## config.mk

```make
export PLATFORM = sky130hd
export DESIGN_NAME = wb_timer
export DESIGN_NICKNAME = d
export VERILOG_FILES = /design/src/rtl/wb_timer_pkg.sv /design/src/rtl/wb_timer_prescaler.sv /design/src/rtl/wb_timer.sv
export SDC_FILE = /design/constraint.sdc
export NUM_CORES = 1
export LEC_CHECK = 0
export BUFFER_PORTS_ARGS = -buffer_cell sky130_fd_sc_hd__buf_2
export CORE_MARGIN = 1.5
export CORE_UTILIZATION = 50
export CTS_BUF_LIST = sky130_fd_sc_hd__clkbuf_4 sky130_fd_sc_hd__clkbuf_8
export CTS_CLUSTER_SIZE = 28
export DETAILED_ROUTE_END_ITERATION = 6
export PLACE_DENSITY = 0.68
export SLEW_MARGIN = 10
export SYNTH_ARGS = -nofsm -noshare
export SYNTH_HDL_FRONTEND = slang
export SYNTH_SLANG_ARGS = --single-unit
export TNS_END_PERCENT = 100
```

## constraint.sdc

```tcl
create_clock -name clk_i -period 6.8 [get_ports clk_i]
set_input_delay 0.34 -clock clk_i [delete_from_list [all_inputs] [get_ports clk_i]]
set_output_delay 0.34 -clock clk_i [all_outputs]
set_load 0.05 [all_outputs]
```

## src/rtl/wb_timer_pkg.sv

```systemverilog
// Shared register indices, CTRL bit positions and the byte-lane merge helper
// for the wb_timer Wishbone timer/compare peripheral.
package wb_timer_pkg;

  localparam logic [2:0] ADDR_CTRL     = 3'd0;
  localparam logic [2:0] ADDR_PRESCALE = 3'd1;
  localparam logic [2:0] ADDR_COMPARE  = 3'd2;
  localparam logic [2:0] ADDR_COUNT    = 3'd3;
  localparam logic [2:0] ADDR_STATUS   = 3'd4;
  localparam logic [2:0] ADDR_CAPTURE  = 3'd5;

  localparam int CTRL_EN     = 0;
  localparam int CTRL_RELOAD = 1;
  localparam int CTRL_IRQEN  = 2;
  localparam int CTRL_W      = 3;

  // Replace only the byte lanes whose select bit is set.
  function automatic logic [31:0] merge_bytes(input logic [31:0] old_val,
                                              input logic [31:0] new_val,
                                              input logic [3:0]  sel);
    logic [31:0] res;
    res = old_val;
    for (int b = 0; b < 4; b++) begin
      if (sel[b]) res[8*b +: 8] = new_val[8*b +: 8];
    end
    return res;
  endfunction

endpackage

```

## src/rtl/wb_timer_prescaler.sv

```systemverilog
// Prescaler for wb_timer: counts 0..prescale while enabled and fires a tick
// in the cycle the counter equals prescale; held at 0 when disabled or cleared.
module wb_timer_prescaler
  import wb_timer_pkg::*;
#(
  parameter int PRESCALE_W = 16
) (
  input  logic                  clk_i,
  input  logic                  rst_i,
  input  logic                  en,
  input  logic                  clr,
  input  logic [PRESCALE_W-1:0] prescale,
  output logic                  tick
);

  logic [PRESCALE_W-1:0] cnt;

  assign tick = en && (cnt == prescale);

  // NOTE: flops use non-blocking assignments so every register samples the
  // pre-edge values of the others, independent of process ordering.
  always_ff @(posedge clk_i or posedge rst_i) begin
    if (rst_i) begin
      cnt <= '0;
    end else if (clr || !en || tick) begin
      cnt <= '0;
    end else begin
      cnt <= cnt + PRESCALE_W'(1);
    end
  end

endmodule

```

## src/rtl/wb_timer.sv

```systemverilog
// wb_timer: 32-bit Wishbone-classic timer with prescaler, one-shot or
// auto-reload compare, W1C pending flag and level irq. Define
// WB_TIMER_CAPTURE_EN to add the capture_i input and CAPTURE register.
module wb_timer
  import wb_timer_pkg::*;
#(
  parameter int          PRESCALE_W    = 16,
  parameter logic [31:0] RESET_COMPARE = 32'hFFFF_FFFF
) (
  input  logic        clk_i,
  input  logic        rst_i,
  input  logic        wb_cyc_i,
  input  logic        wb_stb_i,
  input  logic        wb_we_i,
  input  logic [31:0] wb_adr_i,
  input  logic [31:0] wb_dat_i,
  input  logic [3:0]  wb_sel_i,
  output logic [31:0] wb_dat_o,
  output logic        wb_ack_o,
  output logic        irq_o
`ifdef WB_TIMER_CAPTURE_EN
  ,
  input  logic        capture_i
`endif
);

  logic [CTRL_W-1:0]     ctrl, ctrl_n;
  logic [PRESCALE_W-1:0] prescale, prescale_n;
  logic [31:0]           compare, compare_n;
  logic [31:0]           count, count_n;
  logic                  pending, pending_n;
  logic                  irq_n;
  logic [31:0]           rd_data;
  logic [31:0]           prescale_ext, prescale_wr;
  logic [2:0]            idx;
  logic                  access, wr, rd, status_wr, count_wr;
  logic                  tick, match;

  assign idx       = wb_adr_i[4:2];
  assign access    = wb_cyc_i & wb_stb_i & ~wb_ack_o;
  assign wr        = access & wb_we_i;
  assign rd        = access & ~wb_we_i;
  assign status_wr = wr && (idx == ADDR_STATUS) && wb_sel_i[0];
  assign count_wr  = wr && (idx == ADDR_COUNT) && (|wb_sel_i);
  assign match     = tick && (count == compare);

  always_comb begin
    prescale_ext = '0;
    prescale_ext[PRESCALE_W-1:0] = prescale;
  end
  assign prescale_wr = merge_bytes(prescale_ext, wb_dat_i, wb_sel_i);

  // Address bits outside [4:2] and high merge bits beyond PRESCALE_W are don't-care.
  logic unused_bits;
  assign unused_bits = ^{wb_adr_i[31:5], wb_adr_i[1:0], prescale_wr};

  // A COUNT write restarts the prescale period so the new value gets a full tick.
  wb_timer_prescaler #(.PRESCALE_W(PRESCALE_W)) u_prescaler (
    .clk_i    (clk_i),
    .rst_i    (rst_i),
    .en       (ctrl[CTRL_EN]),
    .clr      (count_wr),
    .prescale (prescale),
    .tick     (tick)
  );

`ifdef WB_TIMER_CAPTURE_EN
  logic [2:0]  cap_sync;
  logic        cap_rise;
  logic [31:0] capture, capture_n;
  logic        cap_pending, cap_pending_n;

  // Two synchroniser stages plus one history flop for edge detection.
  always_ff @(posedge clk_i or posedge rst_i) begin
    if (rst_i) cap_sync <= '0;
    else       cap_sync <= {cap_sync[1:0], capture_i};
  end
  assign cap_rise = cap_sync[1] & ~cap_sync[2];
`endif

  always_comb begin
    rd_data = '0;
    case (idx)
      ADDR_CTRL:     rd_data[CTRL_W-1:0] = ctrl;
      ADDR_PRESCALE: rd_data = prescale_ext;
      ADDR_COMPARE:  rd_data = compare;
      ADDR_COUNT:    rd_data = count;
      ADDR_STATUS: begin
        rd_data[0] = pending;
`ifdef WB_TIMER_CAPTURE_EN
        rd_data[1] = cap_pending;
`endif
      end
`ifdef WB_TIMER_CAPTURE_EN
      ADDR_CAPTURE:  rd_data = capture;
`endif
      default:       rd_data = '0;
    endcase
  end

  // NOTE: every next-state variable gets its hold value first, so no path
  // through the block can leave one unassigned and infer a latch.
  always_comb begin
    ctrl_n     = ctrl;
    prescale_n = prescale;
    compare_n  = compare;
    count_n    = count;

    if (tick) begin
      if (match) begin
        if (ctrl[CTRL_RELOAD]) count_n = '0;
        else                   ctrl_n[CTRL_EN] = 1'b0;
      end else begin
        count_n = count + 32'd1;
      end
    end

    // Software writes come after the timer update so they win any conflict.
    if (wr) begin
      case (idx)
        ADDR_CTRL:     if (wb_sel_i[0]) ctrl_n = wb_dat_i[CTRL_W-1:0];
        ADDR_PRESCALE: prescale_n = prescale_wr[PRESCALE_W-1:0];
        ADDR_COMPARE:  compare_n = merge_bytes(compare, wb_dat_i, wb_sel_i);
        ADDR_COUNT:    count_n = merge_bytes(count, wb_dat_i, wb_sel_i);
        default:       ;
      endcase
    end

    pending_n = match | (pending & ~(status_wr & wb_dat_i[0]));

`ifdef WB_TIMER_CAPTURE_EN
    capture_n     = cap_rise ? count : capture;
    cap_pending_n = cap_rise | (cap_pending & ~(status_wr & wb_dat_i[1]));
    irq_n         = (pending_n | cap_pending_n) & ctrl_n[CTRL_IRQEN];
`else
    irq_n         = pending_n & ctrl_n[CTRL_IRQEN];
`endif
  end

  always_ff @(posedge clk_i or posedge rst_i) begin
    if (rst_i) begin
      ctrl     <= '0;
      prescale <= '0;
      compare  <= RESET_COMPARE;
      count    <= '0;
      pending  <= 1'b0;
      irq_o    <= 1'b0;
      wb_ack_o <= 1'b0;
      wb_dat_o <= '0;
    end else begin
      ctrl     <= ctrl_n;
      prescale <= prescale_n;
      compare  <= compare_n;
      count    <= count_n;
      pending  <= pending_n;
      irq_o    <= irq_n;
      wb_ack_o <= access;
      wb_dat_o <= rd ? rd_data : '0;
    end
  end

`ifdef WB_TIMER_CAPTURE_EN
  always_ff @(posedge clk_i or posedge rst_i) begin
    if (rst_i) begin
      capture     <= '0;
      cap_pending <= 1'b0;
    end else begin
      capture     <= capture_n;
      cap_pending <= cap_pending_n;
    end
  end
`endif

endmodule

```

# Word-level counts from Yosys, hierarchy flattened

Index checks and enable logic that the tools add are counted.

Word-level logic and storage cells: 78
Input port bits: 73
Output and inout bits: 34
Register bits: 134

Add/sub/neg operators: 2
Reductions and logical operators: 18
Equal/unequal tests: 10
Bitwise gates (word level): 11
Mux-type cells: 20

Operators with widths:

| operator                                                              | number |
|---|---|
| 32-bit two-way mux                                                    | 6 |
| 29-bit one-hot mux with 3 select lines                                | 1 |
| 32-bit by 1-bit adder with 32-bit output, second input constant       | 1 |
| 32-bit equality test                                                  | 1 |
| 8-bit two-way mux                                                     | 4 |
| 3-bit AND reduction                                                   | 7 |
| 16-bit by 1-bit adder with 16-bit output, second input constant       | 1 |
| 16-bit equality test                                                  | 1 |
| 16-bit two-way mux                                                    | 1 |
| 3-bit != test, second input constant                                  | 4 |
| 3-bit two-way mux                                                     | 3 |
| 2-bit one-hot mux with 4 select lines                                 | 1 |
| 1-bit AND                                                             | 7 |
| 3-bit by 2-bit equality test with 1-bit output, second input constant | 2 |
| 1-bit logical AND                                                     | 6 |
| 1-bit one-hot mux with 5 select lines                                 | 1 |
| 4-bit OR reduction                                                    | 1 |
| 3-bit by 1-bit equality test with 1-bit output, second input constant | 1 |
| 3-bit equality test, second input constant                            | 1 |
| 3-bit zero test                                                       | 1 |
| 1-bit two-way mux                                                     | 3 |
| 1-bit NOT                                                             | 3 |
| 1-bit logical OR                                                      | 2 |
| 1-bit zero test                                                       | 1 |
| 1-bit bitwise OR                                                      | 1 |

# Longest topological paths before layout

Gate-level depths: netlist of run 1.

Depth in word-level cells: 10
Depth in mapped cells: 10
Mapped depth without buffers: 8

# Hierarchy

From an unflattened synthesis of run 1, not the netlist that was laid out.

Cells, all modules: 707
Area total of the unflattened synthesis: 7184.4 um^2

Modules (own cells, without submodules):

| module             | seq. area each (um^2) | cells each | times used | area each (um^2) |
|---|---|---|---|---|
| wb_timer           | 2992.9                | 608        | 1          | 6241.0 |
| wb_timer_prescaler | 400.4                 | 99         | 1          | 943.4 |

# Least setup slack after synthesis of run 1

No wires, ideal clock.

Kind: register to register
Start point: reg u_prescaler.cnt[11]
End point: reg count[11]
Library setup time: 0.064 ns
Path buffers: 1
Slack: 4.376 ns
Cell stages (with the launch flop): 9
Period minus slack after synthesis: 2.424 ns
Arrival time: 2.359 ns
Data required time: 6.736 ns
Cells stage by stage: dfrtp_1 -> xnor2_1 -> nand2_1 -> or3b_1 -> or4_1 -> buf_2 -> or4_1 -> a21oi_1 -> a211o_1

Longest elaborated chain between the ends: 7

Ends and longest elaborated chain:

| element                  | line                     | source |
|---|---|---|
| from (decl)              | wb_timer_prescaler.sv:16 | `logic [PRESCALE_W-1:0] cnt;` |
| from (signal assigned)   | wb_timer_prescaler.sv:28 | `cnt <= cnt + PRESCALE_W'(1);` |
| 16-bit equality test (*) | wb_timer_prescaler.sv:18 | `assign tick = en && (cnt == prescale);` |
| 1-bit logical AND (*)    | wb_timer_prescaler.sv:18 |  |
| 1-bit logical AND        | wb_timer.sv:45           | `assign match = tick && (count == compare);` |
| 32-bit two-way mux       | wb_timer.sv:110          | `if (match) begin` |
| 32-bit two-way mux (*)   | wb_timer.sv:109          | `if (tick) begin` |
| 32-bit two-way mux       | wb_timer.sv:120          | `case (idx)` |
| 32-bit two-way mux (*)   | wb_timer.sv:119          | `if (wr) begin` |
| to (signal assigned)     | wb_timer.sv:154          | `count <= count_n;` |
| to (decl)                | wb_timer.sv:30           | `logic [31:0] count, count_n;` |

Mark *: on every way between the ends. The rest lies on a longest branch, timed or not.
A chain may end at the register's enable or synchronous reset.

# Worst setup path after layout of run 1

Start point: reg compare[25]
End point: reg count[3]

Longest elaborated chain between the ends: 6

Ends and longest elaborated chain:

| element                  | line            | source |
|---|---|---|
| from (decl)              | wb_timer.sv:29  | `logic [31:0] compare, compare_n;` |
| from (signal assigned)   | wb_timer.sv:153 | `compare <= compare_n;` |
| 32-bit equality test (*) | wb_timer.sv:45  |  |
| 1-bit logical AND (*)    | wb_timer.sv:45  |  |
| 32-bit two-way mux (*)   | wb_timer.sv:110 |  |
| 32-bit two-way mux (*)   | wb_timer.sv:109 |  |
| 32-bit two-way mux       | wb_timer.sv:120 |  |
| 32-bit two-way mux (*)   | wb_timer.sv:119 |  |

Marked as above.

==> flow_summary.yaml, run 1 <==
timing:
  finalCritPeriodShare_pct: 48.1
  post-route-worst-setup-slack_ns: 3.53
  timing.final.hold_violations: 0
  setup_viol: 0
  final_max_slew_viol_count: 0
  maxClockFrequency_mhz: 305
  fin_crit_ns: 3.27
  maxSlewHeadroom_pct: 11.1
  worst_slew_pin_slew_ns: 1.33
  totalNegativeSetupSlack_ns: 0
  final.setup_skew_ns: 0.0141
  rsz0062_at_grt: "no"
power:
  p_sw_share_pct: 30.2
  power_leakage_nw: 3.48
  pwr-share-clk_pct: 33.6
  totalPowerFinal_mw: 2.14
  p_seq_share_pct: 47.4
  ir_worst_vdd_uv: 202
  cell_internal_pwr_mw: 1.49
  p_switching_mw: 0.648
  power_frac_comb_pct: 19.0
  power_density_nw_per_um2: 267
global_route:
  antenna_found_initial: 0
  grt_max_degree: 75
  grt_pass1_wl_um: 30200
  gr-total-overflow: 0
  via_count_of_the_first_global_routing_pass: 5521
  grtUsageTotal_pct: 26.5
synthesis:
  syn_avg_cell_area_um2: 10.4
  yosys.cell_count.top_type: "dfrtp_1"
  synth_seq_cells: 134
  synthesis.yosys.warnings: 0
  postSynthNetCount: 762
  post_synthesis_instance_area_um2: 7120
  synth.lib_cells_used.distinct: 65
  synth_cells: 687
  netlist_top_cells_area: "dfrtp_1 36%, dfstp_2 12%, mux2_2 10%"
  synth_enable_flop_cells: 0
  synth_common_cells: "102 x dfrtp_1, 68 x nor2_1, 64 x mux2_2, 57 x nand2_1, 47 x xnor2_1"
  synthDominantAreaCellType: "dfrtp_1"
  synth_top_area_share_pct: 35.9
  synth.yosys.seq_area_share_pct: 47.7
  synth-async-reset-ratio_pct: 100
  synth_top_flop_cell: "dfrtp_1"
die:
  die_area_um2: 15000
  die_w_um: 122
  die_y_um: 122
  total_core_area_um2: 13900
  design.portCount: 107
  initial_utilization_pct: 51.3
  floorplan.rows: 43
routing:
  detail_route.first_pass.iterations: 5
  routed-via-count: 5736
  route.antenna.remaining_nets: 0
  drcViolationCount: 0
  drt-vias-per-instance: 6.13
  drt-wirelength-per-cell_um: 20.2
  first_iter_violations: 546
  route.final.wire_length_um: 18900
worst_setup_path:
  critical_path.slowest_cell: "o211ai_1"
  slowest_delay_ns: 1.06
  crit-reg2reg-capture: "count[3]$_DFFE_PP0P_"
  timing_worst_setup_path_type: "register to register"
  worst-path-max-fanout: 14
  critical_path.endpoint_type: "register"
  path_cells: "xnor2_1, nand4_1, nor4_2, nand2_1, o211ai_1, and3_1, a211o_1"
  r2r_start: "compare[25]$_DFFE_PP1P_"
  worst-endpoint-arrival_ns: 3.66
  reg2reg_setup_slack_ns: 3.53
  crit_path_start: "compare[25]$_DFFE_PP1P_"
  reg2reg_depth: 7
  crit_path_end: "count[3]$_DFFE_PP0P_"
  cp-start-kind: "register"
  worstPathRequired_ns: 7.19
cts:
  clock_tree.buffer_depth: 2
  clk_pin_slew_worst_paths_ns: 0.07
  cts_resized: 0
  worst_skew_pair.late_latency_ns: 0.45
  ctsHtreeMaxLevel: 4
  cts_tree: "built"
  clock-root-buffer: "clkbuf_8"
  clock_sink_count: 134
  tritoncts.num_buffers: 17
status:
  status: "finished clean"
worst_hold_path:
  timing.hold.worst.class: "primary input to register"
layout:
  final_cell_area_um2: 8020
  final_layout_size_suffix_gt1_share_pct: 29.2
  n_diodes: 0
  synthToLayoutAreaGrowth_pct: 12.7
  final_net_count: 818
placement:
  place.port_buffers: 77
  detailedPlacementHpwl_um: 13600
  gp_routability_congestion: 0.884
  detailedPlace.worstSlack_ns: 3.22
  postPlaceCellArea_um2: 7580
job:
  drv_cap: 0
==> cell families (layout without fill, tap and decap cells) <==
family / Yosys count / after routing / synth area share, %
simple gates: 237 / 237 / 17.0
fa+ha+maj: 2 / 2 / 0.351
flops: 134 / 134 / 47.7
mux: 78 / 78 / 12.6
compound gates: 122 / 122 / 11.7
xor+xnor: 63 / 63 / 7.75
buf+inv: 51 / 120 / 2.93
==> final cells by class <==
type                       count  area [um2]
fill                        1170        5860
tap                          180         225
multi-input combinational    502        3520
sequential                   134        3390
timing repair buffer          81         418
clock buffer                  25         313
inverter                       7        31.3
clock inverter                 7         119
==> registers in the layout (all words and copies together) (netlist names) <==
| register | flops |
|---|---|
| compare | 32 |
| u_prescaler.cnt | 16 |
| irq_o | 1 |
| ctrl | 3 |
| count | 32 |
| prescale | 16 |
| pending | 1 |
| wb_ack_o | 1 |
| wb_dat_o | 32 |
==> power groups by stage <==
stage / Sequential, mW / Combinational (mW) / Clock, mW
final: 1.02 / 0.407 / 0.719
after global routing: 1.03 / 0.443 / 0.764
after CTS: 1.01 / 0.405 / 0.730
after detailed placement: 1.03 / 0.402 / 0
after global placement: 1.02 / 0.395 / 0
after floorplan: 0.984 / 0.319 / 0
==> timing repair <==
action,in CTS,in global routing
hold endpoints to repair,41,0
setup endpoints to repair,0,0
buffers inserted,0,0
hold buffers,1,0
==> how the worst min path moves through the flow <==
stage	start	endpoint	cells after the start	slack [ns]
after detailed placement	rst_i	wb_dat_o[0]$_DFF_PP0_	2	0.44
after global routing	wb_dat_i[23]	count[23]$_DFFE_PP0P_	3	0.11
after floorplan	wb_we_i	wb_dat_o[0]$_DFF_PP0_	1	0.41
after CTS	wb_dat_i[23]	count[23]$_DFFE_PP0P_	3	0.09
final	wb_dat_i[23]	count[23]$_DFFE_PP0P_	3	0.11
after global placement	rst_i	wb_dat_o[0]$_DFF_PP0_	2	0.44
==> critical path: cells and delay by family, from the launching register on <==
kind	cells	cell delay, ns
AO/OA/AOI/OAI	2	1.16
flip-flops	1	0.55
AND/OR/NAND/NOR	4	1.32
XOR/XNOR	1	0.17
==> placed cells by master, fill, tap and decap left out, types with 7 or more instances in the layout <==
cell      synthesis  routed
xor2_1           16      16
dfstp_2          32      32
nand4_1          17      17
buf_2             4      77
and3_1           14      14
nand2_1          57      57
clkbuf_8          0      20
dfrtp_1         102     102
a21oi_1          25      25
o21ai_0          14      14
xnor2_1          47      47
nor2_1           68      68
mux2i_1          11      11
a22oi_1          30      30
nand3_1          32      32
mux2_2           64      64
o211ai_1         12      12
nor2b_1           7       7
==> per-stage QoR <==
step | hold WS [ns] | cells | util, %
2_1_floorplan | 0.412 | 687 | -
3_3_place_gp | 0.442 | 903 | 54.6
3_5_place_dp | 0.436 | 903 | 54.6
4_1_cts | 0.0923 | 936 | 57.8
5_1_grt | 0.108 | 936 | 57.8
6_report | 0.109 | 936 | 57.8
==> routing by layer <==
metal / vias up / part of all wire (%) / wire length [um] / global-route usage (%)
li1: 2602 / - / - / -
met1: 2830 / 45 / 8550 / 37.5
met2: 260 / 45 / 8580 / 39.3
met3: 44 / 6.4 / 1220 / 5.72
met4: 0 / 3.1 / 585 / 11.6
met5: - / 0 / 0 / 0
No activity file was read; power rests on OpenSTA's default activity.
==> inputs of run 2 (changes only) <==
- clock period: 6.8 -> 3.2 ns (I/O delays scaled with it)
==> flow_summary.yaml, run 2 (synthesis gave the netlist of run 1 again) <==
timing:
  maxClockFrequency_mhz: 351
  worst_slew_pin_slew_ns: 0.722
  final.setup_skew_ns: 0.0168
  timing.final.hold_violations: 0
  final_max_slew_viol_count: 0
  finalCritPeriodShare_pct: 89.1
  setup_viol: 0
  maxSlewHeadroom_pct: 51.7
  rsz0062_at_grt: "no"
  post-route-worst-setup-slack_ns: 0.349
  fin_crit_ns: 2.85
  totalNegativeSetupSlack_ns: 0
worst_setup_path:
  critical_path.endpoint_type: "register"
  worstPathRequired_ns: 3.51
  worst-path-max-fanout: 16
  reg2reg_depth: 6
  worst-endpoint-arrival_ns: 3.16
  cp-start-kind: "register"
  timing_worst_setup_path_type: "register to register"
placement:
  postPlaceCellArea_um2: 7750
  dp_cells: 924
  detailedPlacementHpwl_um: 14000
  place.port_buffers: 77
  gp_routability_congestion: 0.933
  detailedPlace.worstSlack_ns: 0.390
global_route:
  grt_pass1_wl_um: 32000
  grt_max_degree: 103
  grtUsageTotal_pct: 28.3
  via_count_of_the_first_global_routing_pass: 5866
  antenna_found_initial: 0
  gr-total-overflow: 0
cts:
  ctsHtreeMaxLevel: 4
  tritoncts.num_buffers: 17
  clock_sink_count: 134
  cts_resized: 0
  clk_pin_slew_worst_paths_ns: 0.07
  cts_tree: "built"
  worst_skew_pair.late_latency_ns: 0.46
  clock-root-buffer: "clkbuf_8"
  clock_tree.buffer_depth: 2
  cts_setup_buffers: 0
die:
  die_y_um: 122
  floorplan.rows: 43
  die_area_um2: 15000
  die_w_um: 122
  design.portCount: 107
  total_core_area_um2: 13900
  initial_utilization_pct: 51.3
routing:
  drt-vias-per-instance: 6.01
  first_iter_violations: 616
  routed-via-count: 5940
  drt-wirelength-per-cell_um: 20.1
  route.antenna.remaining_nets: 0
  drcViolationCount: 0
  route.final.wire_length_um: 19800
  detail_route.first_pass.iterations: 5
power:
  ir_worst_vdd_uv: 440
  power_density_nw_per_um2: 536
  power_leakage_nw: 3.71
  totalPowerFinal_mw: 4.55
layout:
  final_net_count: 871
  final_cells: 989
  final_common_cell: "dfrtp_1"
  commonest_cells_after_routing_fill_and_taps_aside: "102 x dfrtp_1, 77 x buf_2, 68 x nor2_1, 64 x mux2_2, 57 x nand2_1"
  register_area_um2: 3390
  final_layout_size_suffix_gt1_share_pct: 29.9
  n_fill_cell: 1221
  multiInputGateArea_um2: 3520
  largestRegisters: "compare (32), count (32), wb_dat_o (32)"
  final_cell_area_um2: 8490
  n_diodes: 0
  synthToLayoutAreaGrowth_pct: 19.3
worst_hold_path:
  timing.hold.worst.class: "primary input to register"
  timing.hold.worst_path_depth: 2
status:
  status: "finished clean"
job:
  drv_cap: 0
[run 2: cell count changes in the layout (fill, tap and decap cells not counted), sizes merged]
cell,change
bufinv,-1
inv,-1
clkinvlp,+1
clkinv,+1
dlygate4sd3,+32
buf,+21
[run 2: layout make-up]
class                      count  area share [%]
multi-input combinational    502            41.5
clock inverter                 7            1.11
inverter                       7           0.354
sequential                   134            40.0
tap                          180            2.65
clock buffer                  25            3.76
timing repair buffer         134            10.7
[run 2: worst paths after layout]
check                                              start                      endpoint  slack (ns)
min in group asynchronous                          rst_i             pending$_DFF_PP0_        0.38
setup reg to reg           u_prescaler.cnt[11]$_DFF_PP0_  u_prescaler.cnt[6]$_DFF_PP0_        0.35
setup / recovery           u_prescaler.cnt[11]$_DFF_PP0_  u_prescaler.cnt[6]$_DFF_PP0_        0.35
max in group asynchronous                          rst_i       compare[13]$_DFFE_PP1P_        1.84
hold reg to reg                        ctrl[2]$_DFF_PP0_             ctrl[2]$_DFF_PP0_        0.54
hold / removal                               wb_dat_i[6]       prescale[6]$_DFFE_PP0P_        0.03
[run 2: metrics by stage]
step / hold WS, ns / util [%]
final: 0.0332 / 61.2
after global routing: 0.0118 / 61.2
after CTS: 0.00135 / 61.2
after detailed placement: 0.314 / 55.8
after global placement: 0.316 / 55.8
after floorplan: 0.232 / -
[run 2: worst max-delay path: stages, from the launching register on]
cell and delay, ns:
dfrtp_1 0.44, xnor2_1 0.23, nand2_1 0.08, or3b_1 0.42
or4_1 0.78, nand3_1 0.64, nor2_1 0.12
[run 2: report_power, final]
group | switching (mW) | internal, mW
clock network | 0.649 | 0.808
registers | 0.248 | 1.91
logic | 0.504 | 0.436
total | 1.40 | 3.15
[run 2: timing repair]
action                                  4_1_cts  5_1_grt
hold buffers                                 33        0
endpoints found under the hold margin        90        0
endpoints found under the setup margin        0        0
[run 2: routing by layer]
metal  track usage [%]  share of wire, %  vias up  wire, um
met5                 0                 0        -         0
li1                  -                 -     2703         -
met4              12.1               3.0        0       592
met3              6.13               7.4       43      1460
met1              38.9                44     2904      8700
met2              43.3                46      290      9080
==> inputs of run 3 (changes only) <==
- CORE_UTILIZATION: 50 -> 59
- PLACE_DENSITY: 0.68 -> 0.79
==> flow_summary.yaml, run 3 (synthesis gave the netlist of run 1 again) <==
worst_setup_path:
  r2r_start: "count[25]$_DFFE_PP0P_"
  worstPathRequired_ns: 3.57
  cp-start-kind: "register"
  slowest_delay_ns: 0.56
  critical_path.endpoint_type: "register"
  critical_path.n_buffers_inverters: 2
  path_cells: "xnor2_1, nand4_1, nor4_2, buf_4, nand2_1, o211ai_1, buf_4, a21oi_1, nor3_1"
  worst-endpoint-arrival_ns: 3.18
  reg2reg_depth: 9
  worst-path-max-fanout: 9
  crit_family: "simple AND/OR/NAND/NOR gates"
  timing_worst_setup_path_type: "register to register"
  number_of_cells_on_the_critical_path: 9
  cp_common_cell: "buf_4"
  crit_path_start: "count[25]$_DFFE_PP0P_"
  critical_path.slowest_cell: "o211ai_1"
die:
  design.portCount: 107
  die_area_um2: 12700
  die_y_um: 113
  initial_utilization_pct: 61.3
  floorplan.rows: 39
  die_w_um: 113
  total_core_area_um2: 11600
power:
  p_seq_share_pct: 46.4
  p_sw_share_pct: 30.5
  cell_internal_pwr_mw: 3.24
  power_leakage_nw: 3.72
  power_density_nw_per_um2: 550
  p_switching_mw: 1.42
  power_frac_comb_pct: 20.0
  ir_worst_vdd_uv: 388
  pwr-share-clk_pct: 33.6
global_route:
  grtUsageTotal_pct: 32.3
  via_count_of_the_first_global_routing_pass: 5852
  antenna_found_initial: 0
  grt_pass1_wl_um: 31500
  gr-total-overflow: 0
  grt_max_degree: 57
routing:
  drcViolationCount: 0
  drt-vias-per-instance: 6.34
  first_iter_violations: 654
  route.antenna.remaining_nets: 0
  drt-wirelength-per-cell_um: 20.6
  route.final.wire_length_um: 19500
  routed-via-count: 6028
  detail_route.first_pass.iterations: 5
timing:
  rsz0062_at_grt: "no"
  final_max_slew_viol_count: 0
  fin_crit_ns: 2.81
  maxClockFrequency_mhz: 356
  setup_viol: 0
  hold_slack_ns: 0.0527
  worst_slew_pin_slew_ns: 0.892
  finalCritPeriodShare_pct: 87.7
  maxSlewHeadroom_pct: 40.4
  totalNegativeSetupSlack_ns: 0
  final.setup_skew_ns: 0.0104
  timing.final.hold_violations: 0
layout:
  final_layout_size_suffix_gt1_share_pct: 29.7
  n_diodes: 0
  synthToLayoutAreaGrowth_pct: 19.0
  final_common_cell: "dfrtp_1"
  commonest_cells_after_routing_fill_and_taps_aside: "102 x dfrtp_1, 77 x buf_2, 68 x nor2_1, 64 x mux2_2, 57 x nand2_1"
  final_net_count: 870
  largestRegisters: "compare (32), count (32), wb_dat_o (32)"
worst_hold_path:
  min-delay-start: "wb_stb_i"
  timing.hold.worst.class: "primary input to register"
  timing.hold.worst_path_depth: 4
cts:
  worst_skew_pair.late_latency_ns: 0.46
  ctsHtreeMaxLevel: 4
  clock-root-buffer: "clkbuf_8"
  clock_sink_count: 134
  clk_pin_slew_worst_paths_ns: 0.08
  tritoncts.num_buffers: 17
  clock_tree.buffer_depth: 2
  cts_tree: "built"
job:
  drv_cap: 0
status:
  status: "finished clean"
placement:
  place.port_buffers: 77
  detailedPlacementHpwl_um: 13800
  gp_routability_congestion: 0.957
-- run 3: area by class of cell --
type                       instances  area, um2
clock inverter                     7        116
clock buffer                      25        325
fill                             839       3140
inverter                           7       30.0
tap                              143        179
multi-input combinational        502       3520
timing repair buffer             133        903
sequential                       134       3390
-- run 3: worst paths after layout --
check | end | slack [ns]
max in group asynchronous | compare[1]$_DFFE_PP1P_ | 1.90
worst max-delay path | count[31]$_DFFE_PP0P_ | 0.39
worst min-delay path | wb_dat_o[0]$_DFF_PP0_ | 0.05
min in group asynchronous | wb_dat_o[20]$_DFF_PP0_ | 0.43
worst max register to register | count[31]$_DFFE_PP0P_ | 0.39
worst min register to register | ctrl[2]$_DFF_PP0_ | 0.55
-- run 3: power by group through the flow --
stage          Clock [mW]  Sequential (mW)  Combinational [mW]
4_1_cts              1.58             2.15               0.917
5_1_grt              1.65             2.19                1.01
6_report             1.57             2.16               0.933
2_1_floorplan           0             2.09               0.678
3_3_place_gp            0             2.17               0.852
3_5_place_dp            0             2.18               0.878
-- run 3: layer usage --
metal | up-vias | wire length [um] | GRT usage, % | part of all wire, %
li1 | 2691 | - | - | -
met1 | 2975 | 8440 | 46.3 | 43
met2 | 322 | 9020 | 49.1 | 46
met3 | 40 | 1610 | 7.02 | 8.3
met4 | 0 | 471 | 11.2 | 2.4
met5 | - | 0 | 0 | 0
-- run 3: metrics by stage --
step	total power [mW]	setup WS, ns	std cells	instance area [um2]	utilization (%)
finish	4.66	0.394	951	8470	72.9
global route	4.85	0.242	951	8470	72.9
CTS	4.64	0.442	951	8470	72.9
detailed placement	3.06	0.459	885	7690	66.2
global placement	3.02	0.470	885	7690	66.2
floorplan	2.77	0.776	687	7120	-
-- run 3: what timing repair did --
| item | in CTS | in global routing |
|---|---|---|
| resized for setup | 0 | 0 |
| endpoints found under the hold margin | 93 | 0 |
| hold buffers | 34 | 0 |
| buffers inserted | 0 | 0 |
-- run 3: tightest hold or removal path, stage by stage --
cell and delay (ns):
buf_2 0.10, nand2_1 0.05, or2_2 0.12, nor3_1 0.05
